[config.mk]
export PLATFORM = sky130hd
export DESIGN_NAME = fnd_sum_display
export DESIGN_NICKNAME = d
export VERILOG_FILES = /design/src/rtl/fnd_sum_display_pkg.sv /design/src/rtl/fnd_seg_decoder.sv /design/src/rtl/fnd_sum_display.sv
export SDC_FILE = /design/constraint.sdc
export NUM_CORES = 1
export LEC_CHECK = 0
export BUFFER_PORTS_ARGS = -buffer_cell sky130_fd_sc_hd__clkbuf_2
export CAP_MARGIN = 20
export CORE_MARGIN = 10
export CORE_UTILIZATION = 55
export DETAILED_ROUTE_END_ITERATION = 7
export PLACE_DENSITY_LB_ADDON = 0.1
export SLEW_MARGIN = 20
export SYNTH_ARGS = -nofsm -noshare
export SYNTH_HDL_FRONTEND = slang
export SYNTH_SLANG_ARGS = --single-unit
[constraint.sdc]
create_clock -name clk -period 4.28 [get_ports clk]
set_clock_uncertainty 0.15 [all_clocks]
set_input_delay 0.856 -clock clk [delete_from_list [all_inputs] [get_ports clk]]
set_output_delay 0.856 -clock clk [all_outputs]
set_load 0.005 [all_outputs]
[src/rtl/fnd_sum_display_pkg.sv]
// Shared constants and helpers for the adder-result FND display.
package fnd_sum_display_pkg;

    // Active-low segment codes {dp,g,f,e,d,c,b,a}
    localparam logic [7:0] SEG_0     = 8'hC0;
    localparam logic [7:0] SEG_1     = 8'hF9;
    localparam logic [7:0] SEG_2     = 8'hA4;
    localparam logic [7:0] SEG_3     = 8'hB0;
    localparam logic [7:0] SEG_4     = 8'h99;
    localparam logic [7:0] SEG_5     = 8'h92;
    localparam logic [7:0] SEG_6     = 8'h82;
    localparam logic [7:0] SEG_7     = 8'hF8;
    localparam logic [7:0] SEG_8     = 8'h80;
    localparam logic [7:0] SEG_9     = 8'h90;
    localparam logic [7:0] SEG_BLANK = 8'hFF;
    localparam logic [7:0] DP_MASK   = 8'h7F;

    // Scan positions, rightmost digit first
    localparam logic [1:0] SCAN_CUR_U = 2'd0;
    localparam logic [1:0] SCAN_CUR_T = 2'd1;
    localparam logic [1:0] SCAN_PRV_U = 2'd2;
    localparam logic [1:0] SCAN_PRV_T = 2'd3;

    // Tens digit of a 0..31 value (0..3)
    function automatic logic [1:0] tens_of(input logic [4:0] v);
        if (v >= 5'd30) return 2'd3;
        if (v >= 5'd20) return 2'd2;
        if (v >= 5'd10) return 2'd1;
        return 2'd0;
    endfunction

    // Units digit of a 0..31 value (0..9)
    function automatic logic [3:0] units_of(input logic [4:0] v);
        case (tens_of(v))
            2'd3:    return 4'(v - 5'd30);
            2'd2:    return 4'(v - 5'd20);
            2'd1:    return 4'(v - 5'd10);
            default: return 4'(v);
        endcase
    endfunction

endpackage

[src/rtl/fnd_seg_decoder.sv]
// Decimal digit to active-low 7-segment pattern with blanking and decimal point.
module fnd_seg_decoder
    import fnd_sum_display_pkg::*;
(
    input  logic [3:0] digit,
    input  logic       blank,
    input  logic       dp_on,
    output logic [7:0] seg_c
);

    // Blank wins over dp so an unused digit stays fully dark
    always_comb begin
        seg_c = SEG_BLANK;
        if (!blank) begin
            case (digit)
                4'd0:    seg_c = SEG_0;
                4'd1:    seg_c = SEG_1;
                4'd2:    seg_c = SEG_2;
                4'd3:    seg_c = SEG_3;
                4'd4:    seg_c = SEG_4;
                4'd5:    seg_c = SEG_5;
                4'd6:    seg_c = SEG_6;
                4'd7:    seg_c = SEG_7;
                4'd8:    seg_c = SEG_8;
                4'd9:    seg_c = SEG_9;
                default: seg_c = SEG_BLANK;
            endcase
            if (dp_on) seg_c = seg_c & DP_MASK;
        end
    end

endmodule

[src/rtl/fnd_sum_display.sv]
// Captures the adder result and scans current/previous sums onto a 4-digit FND.
module fnd_sum_display
    import fnd_sum_display_pkg::*;
#(
    parameter int unsigned CLK_HZ  = 100_000_000,
    parameter int unsigned SCAN_HZ = 1_000
) (
    input  logic       clk,
    input  logic       rst_n,
    input  logic       sum_valid,
    input  logic [4:0] sum,
    output logic [3:0] fnd_com,
    output logic [7:0] fnd_data
);

    localparam int unsigned DIV   = CLK_HZ / SCAN_HZ;
    localparam int unsigned DIV_W = (DIV > 1) ? $clog2(DIV) : 1;

    logic [4:0]       cur_q,     cur_d;
    logic [4:0]       prev_q,    prev_d;
    logic             cur_vld_q, cur_vld_d;
    logic             prev_vld_q, prev_vld_d;
    logic [DIV_W-1:0] div_cnt_q, div_cnt_d;
    logic [1:0]       scan_q,    scan_d;

    logic [3:0]       dig_c;
    logic             blank_c;
    logic             dp_c;

    // Capture, prescaler and scan next-state
    always_comb begin
        cur_d      = cur_q;
        prev_d     = prev_q;
        cur_vld_d  = cur_vld_q;
        prev_vld_d = prev_vld_q;
        div_cnt_d  = div_cnt_q + DIV_W'(1);
        scan_d     = scan_q;

        if (sum_valid) begin
            cur_d     = sum;
            cur_vld_d = 1'b1;
            if (cur_vld_q) begin
                prev_d     = cur_q;
                prev_vld_d = 1'b1;
            end
        end

        if (div_cnt_q == DIV_W'(DIV - 1)) begin
            div_cnt_d = '0;
            scan_d    = scan_q + 2'd1;
        end
    end

    // State registers
    always_ff @(posedge clk or negedge rst_n) begin
        if (!rst_n) begin
            cur_q      <= '0;
            prev_q     <= '0;
            cur_vld_q  <= 1'b0;
            prev_vld_q <= 1'b0;
            div_cnt_q  <= '0;
            scan_q     <= SCAN_CUR_U;
        end else begin
            cur_q      <= cur_d;
            prev_q     <= prev_d;
            cur_vld_q  <= cur_vld_d;
            prev_vld_q <= prev_vld_d;
            div_cnt_q  <= div_cnt_d;
            scan_q     <= scan_d;
        end
    end

    // Digit selection for the position being scanned
    always_comb begin
        dig_c   = '0;
        blank_c = 1'b0;
        dp_c    = 1'b0;
        case (scan_q)
            SCAN_CUR_U: begin
                dig_c = units_of(cur_q);
            end
            SCAN_CUR_T: begin
                dig_c   = {2'b00, tens_of(cur_q)};
                blank_c = (cur_q < 5'd10);
            end
            SCAN_PRV_U: begin
                dig_c   = units_of(prev_q);
                blank_c = !prev_vld_q;
                dp_c    = prev_vld_q;
            end
            default: begin
                dig_c   = {2'b00, tens_of(prev_q)};
                blank_c = !prev_vld_q || (prev_q < 5'd10);
            end
        endcase
    end

    fnd_seg_decoder u_dec (
        .digit (dig_c),
        .blank (blank_c),
        .dp_on (dp_c),
        .seg_c (fnd_data)
    );

    // One-hot-low digit enable follows the scan register directly
    assign fnd_com = ~(4'b0001 << scan_q);

endmodule
==> metrics.md <==
| Metric | Value |
|---|---|
| Largest net degree at the start of global routing | `32` |
| Synth Net Count | `260` |
| Syn_area_per_cell | `~9 µm²` |
| Vias in the first global route | `roughly 1800` |
| CP arrival | `roughly 3300 ps` |
| Slew Limit Headroom | `50.7%` |
| Synth Instances | `237` |
| Slowest stage delay, CP | `between 400 and 500 ps` |
| Most frequent cells in the layout | `dfrtp_1, nand2_1, nor2_1` |
| Worst min-delay path startpoint | `cur_vld_q` |
| Failing checks | `negative setup slack` |
| Antenna cells | `0` |
| Synthesized flop and latch total | `31` |
| Final worst setup slack | `-45.5 ps` |
| Pins Over Slew Limit | `0` |
| Chip height | `around 80 µm` |
| Clk root buf | `clkbuf_8` |
| I/O Buffers | `19` |
| Critical path class | `reg2out` |
| Pwr Density | `343 nW/µm²` |
| Slowest cell on crit path | `fa_2` |
| Area grow syn2layout | `16.3%` |
| Layout cells sized above 1 | `between 20% and 30%` |
| Global-route wire length before repair | `7.74 mm` |
| Library cells used by synthesis | `54` |
| Total number of vias | `1754` |
| TritonCTS buffer count | `5` |
| CP Capture Type | `output port` |
| Sequential share of the synthesized area | `between 30% and 40%` |
| Startpoint Class | `flip-flop` |
| Post-Syn Area | `2140 µm²` |
| H-tree Lvls | `2` |
| Min-Delay Path Class | `reg2reg` |
| F_max | `between 0.2 and 0.25 GHz` |
| Largest fanout on the critical path | `6` |
| Final period util | `101%` |
| EDFF count, synth | `0` |
| RSZ-0062 raised after global routing | `yes` |
| Origin of the worst setup path | `cur_q[2]` |
| Wire per inst | `approximately 14 µm` |
| Top cell by count, worst path | `nor2_2` |
| Critical Path End | `fnd_data[5]` |
| CTS tree | `built` |
| Die width | `82.4 µm` |
| Residual DRC | `0` |
| Worst reg-to-reg setup slack | `1770 ps` |
| Routability cong. | `about 0.86` |
| Asr flop ratio synth | `100%` |
| Clk sinks | `31` |
| Initial DRC Count | `about 120` |
| Total power | `approximately 860 µW` |
| Worst-path cell chain | `ha_2 -> and3b_2 -> o21a_1 -> nor2_2 -> nor2_2 -> fa_2 -> o21ba_4 -> o22ai_2 -> a32oi_2 -> o32ai_2 -> or3_4 -> a21boi_2 -> o21ai_1 -> buf_2` |
| Most common cell after layout, fill and taps aside | `dfrtp_1` |
| Synth Flop Type | `dfrtp_1` |
| Full die area | `slightly below 7000 µm²` |
| Max VDD drop | `about 0.26 mV` |
| Synth warn | `0` |
| Hold Violations, Final | `0` |
| Worst-Margin Slew | `approximately 740 ps` |
| CORE AREA | `3720 µm²` |
| R2R cell count | `7` |
| Total Nets Final | `286` |
| Via density | `between 5 and 6` |
| Post-DP HPWL | `3.29 mm` |
| Critical register-to-register path startpoint | `div_cnt_q[13]` |
| Leakage | `1.13 nW` |
| Reg-to-reg endpoint | `div_cnt_q[10]` |
| Run status | `finished with violations` |
| Skew-Pair Late Insertion Delay | `280 ps` |
| Max-cap viol count | `0` |
| Clk slew on worst S/H paths | `about 70 ps` |
| Initial Utilization | `about 58%` |
| Req. time, crit path | `3270 ps` |
| Endpoints failing setup | `2` |
| Fillers | `between 300 and 400` |
| Gr ovfl total | `0` |
| Drt pass-1 iters | `4` |
| Post-route ant nets | `0` |
| Initial antenna violation count | `0` |
| Post-place setup slack | `127 ps` |
| WL final | `roughly 4.5 mm` |
| GR Util All Layers | `~14%` |
| Rows | `22` |
| Fin crit period | `between 4000 and 5000 ps` |
| Io pins | `20` |
| Clock Path Buffers | `2` |
[synthesized netlist by cell type, types with 2 or more instances]
| master | count | area (µm²) |
|---|---|---|
| nand2b_1 | 6 | 37.5 |
| a21oi_1 | 7 | 35.0 |
| inv_1 | 15 | 56.3 |
| nor3_1 | 5 | 25.0 |
| nand4_1 | 2 | 12.5 |
| dfrtp_1 | 31 | 776 |
| and3b_1 | 2 | 17.5 |
| nand3_1 | 10 | 50.1 |
| a31oi_1 | 2 | 12.5 |
| o31ai_1 | 2 | 15.0 |
| fa_1 | 2 | 40.0 |
| o21a_1 | 4 | 30.0 |
| xor2_1 | 8 | 70.1 |
| xnor2_1 | 9 | 78.8 |
| buf_2 | 7 | 35.0 |
| nand2_1 | 23 | 86.3 |
| a21boi_0 | 2 | 15.0 |
| nor2_1 | 22 | 82.6 |
| o21ai_0 | 14 | 70.1 |
| clkbuf_1 | 2 | 7.51 |
| and2_1 | 2 | 12.5 |
| o22ai_1 | 2 | 12.5 |
| nor2b_1 | 3 | 18.8 |
| ha_1 | 13 | 163 |
| or4b_1 | 2 | 20.0 |
| o32ai_1 | 2 | 17.5 |
| mux2_2 | 10 | 113 |
| and3_2 | 2 | 15.0 |
[cells by family (layout without fill, tap and decap cells)]
group           after synthesis  count (layout)  synth area share, %
compound gates               49              49                 15.4
xor+xnor                     17              17                 6.95
fa+ha+maj                    15              15                 9.46
buf+inv                      25              51                 5.14
flops                        31              31                 36.2
mux                          11              11                 5.72
simple gates                 89              89                 21.1
[layout make-up]
cell class / count / area (µm²) / share of cell area, %
inverters: 15 / 56.3 / 2.26
well taps: 48 / 60.1 / 2.41
clock inverters: 1 / 5.00 / 0.201
flip-flops and latches: 31 / 776 / 31.1
multi-input cells: 181 / 1340 / 53.9
repair buffers: 29 / 170 / 6.82
clock buffers: 6 / 82.6 / 3.31
[layer usage]
metal	wire, µm	global-route usage [%]
met1	2010	17.1
met2	2210	23.8
met3	212	3.02
met4	68	6.12
met5	0	0
[metrics by stage]
| step | hold slack [ps] | std cells | cell area, µm² | setup TNS [ps] | utilization [%] |
|---|---|---|---|---|---|
| finish | 319 | 311 | 2490 | -53.3 | 67.1 |
| global route | 341 | 311 | 2490 | -950 | 67.1 |
| CTS | 325 | 308 | 2400 | 0 | 64.7 |
| detailed placement | 309 | 300 | 2290 | 0 | 61.6 |
| global placement | 302 | 300 | 2290 | 0 | 61.6 |
| floorplan | 289 | 237 | 2140 | 0 | - |
[power breakdown]
group / total [mW] / switching, mW / internal [mW]
registers: 0.321 / 0.0157 / 0.305
logic: 0.311 / 0.160 / 0.150
clock network: 0.224 / 0.0986 / 0.126
total: 0.856 / 0.275 / 0.581
[worst max-delay path: cells and delay by family, from the launching register on]
| kind | cells | cell delay (ps) |
|---|---|---|
| AO/OA/AOI/OAI | 7 | 1040 |
| adder cells (fa/ha/maj) | 2 | 650 |
| buffers and inverters | 1 | 140 |
| AND/OR/NAND/NOR | 4 | 770 |
| flip-flops | 1 | 430 |
[sequential cells by signal (all words and copies together), names as in the netlist]
| signal | flops |
|---|---|
| cur_vld_q | 1 |
| scan_q | 2 |
| cur_q | 5 |
| prev_vld_q | 1 |
| div_cnt_q | 17 |
| prev_q | 5 |
[how the worst min path moves through the flow]
stage / endpoint / slack (ps) / cells after the start
after floorplan: cur_vld_q / 290 / 1
after global placement: cur_vld_q / 300 / 1
after detailed placement: cur_vld_q / 310 / 1
after CTS: cur_vld_q / 330 / 1
final: cur_vld_q / 320 / 1
after global routing: cur_vld_q / 340 / 1
[repair_timing]
action	CTS	global route
resized for setup	6	23
pin swaps	4	13
buffers inserted	1	3
setup endpoints to repair	7	7
hold buffers	0	0
Note: power is estimated with default switching activity, not from simulation.
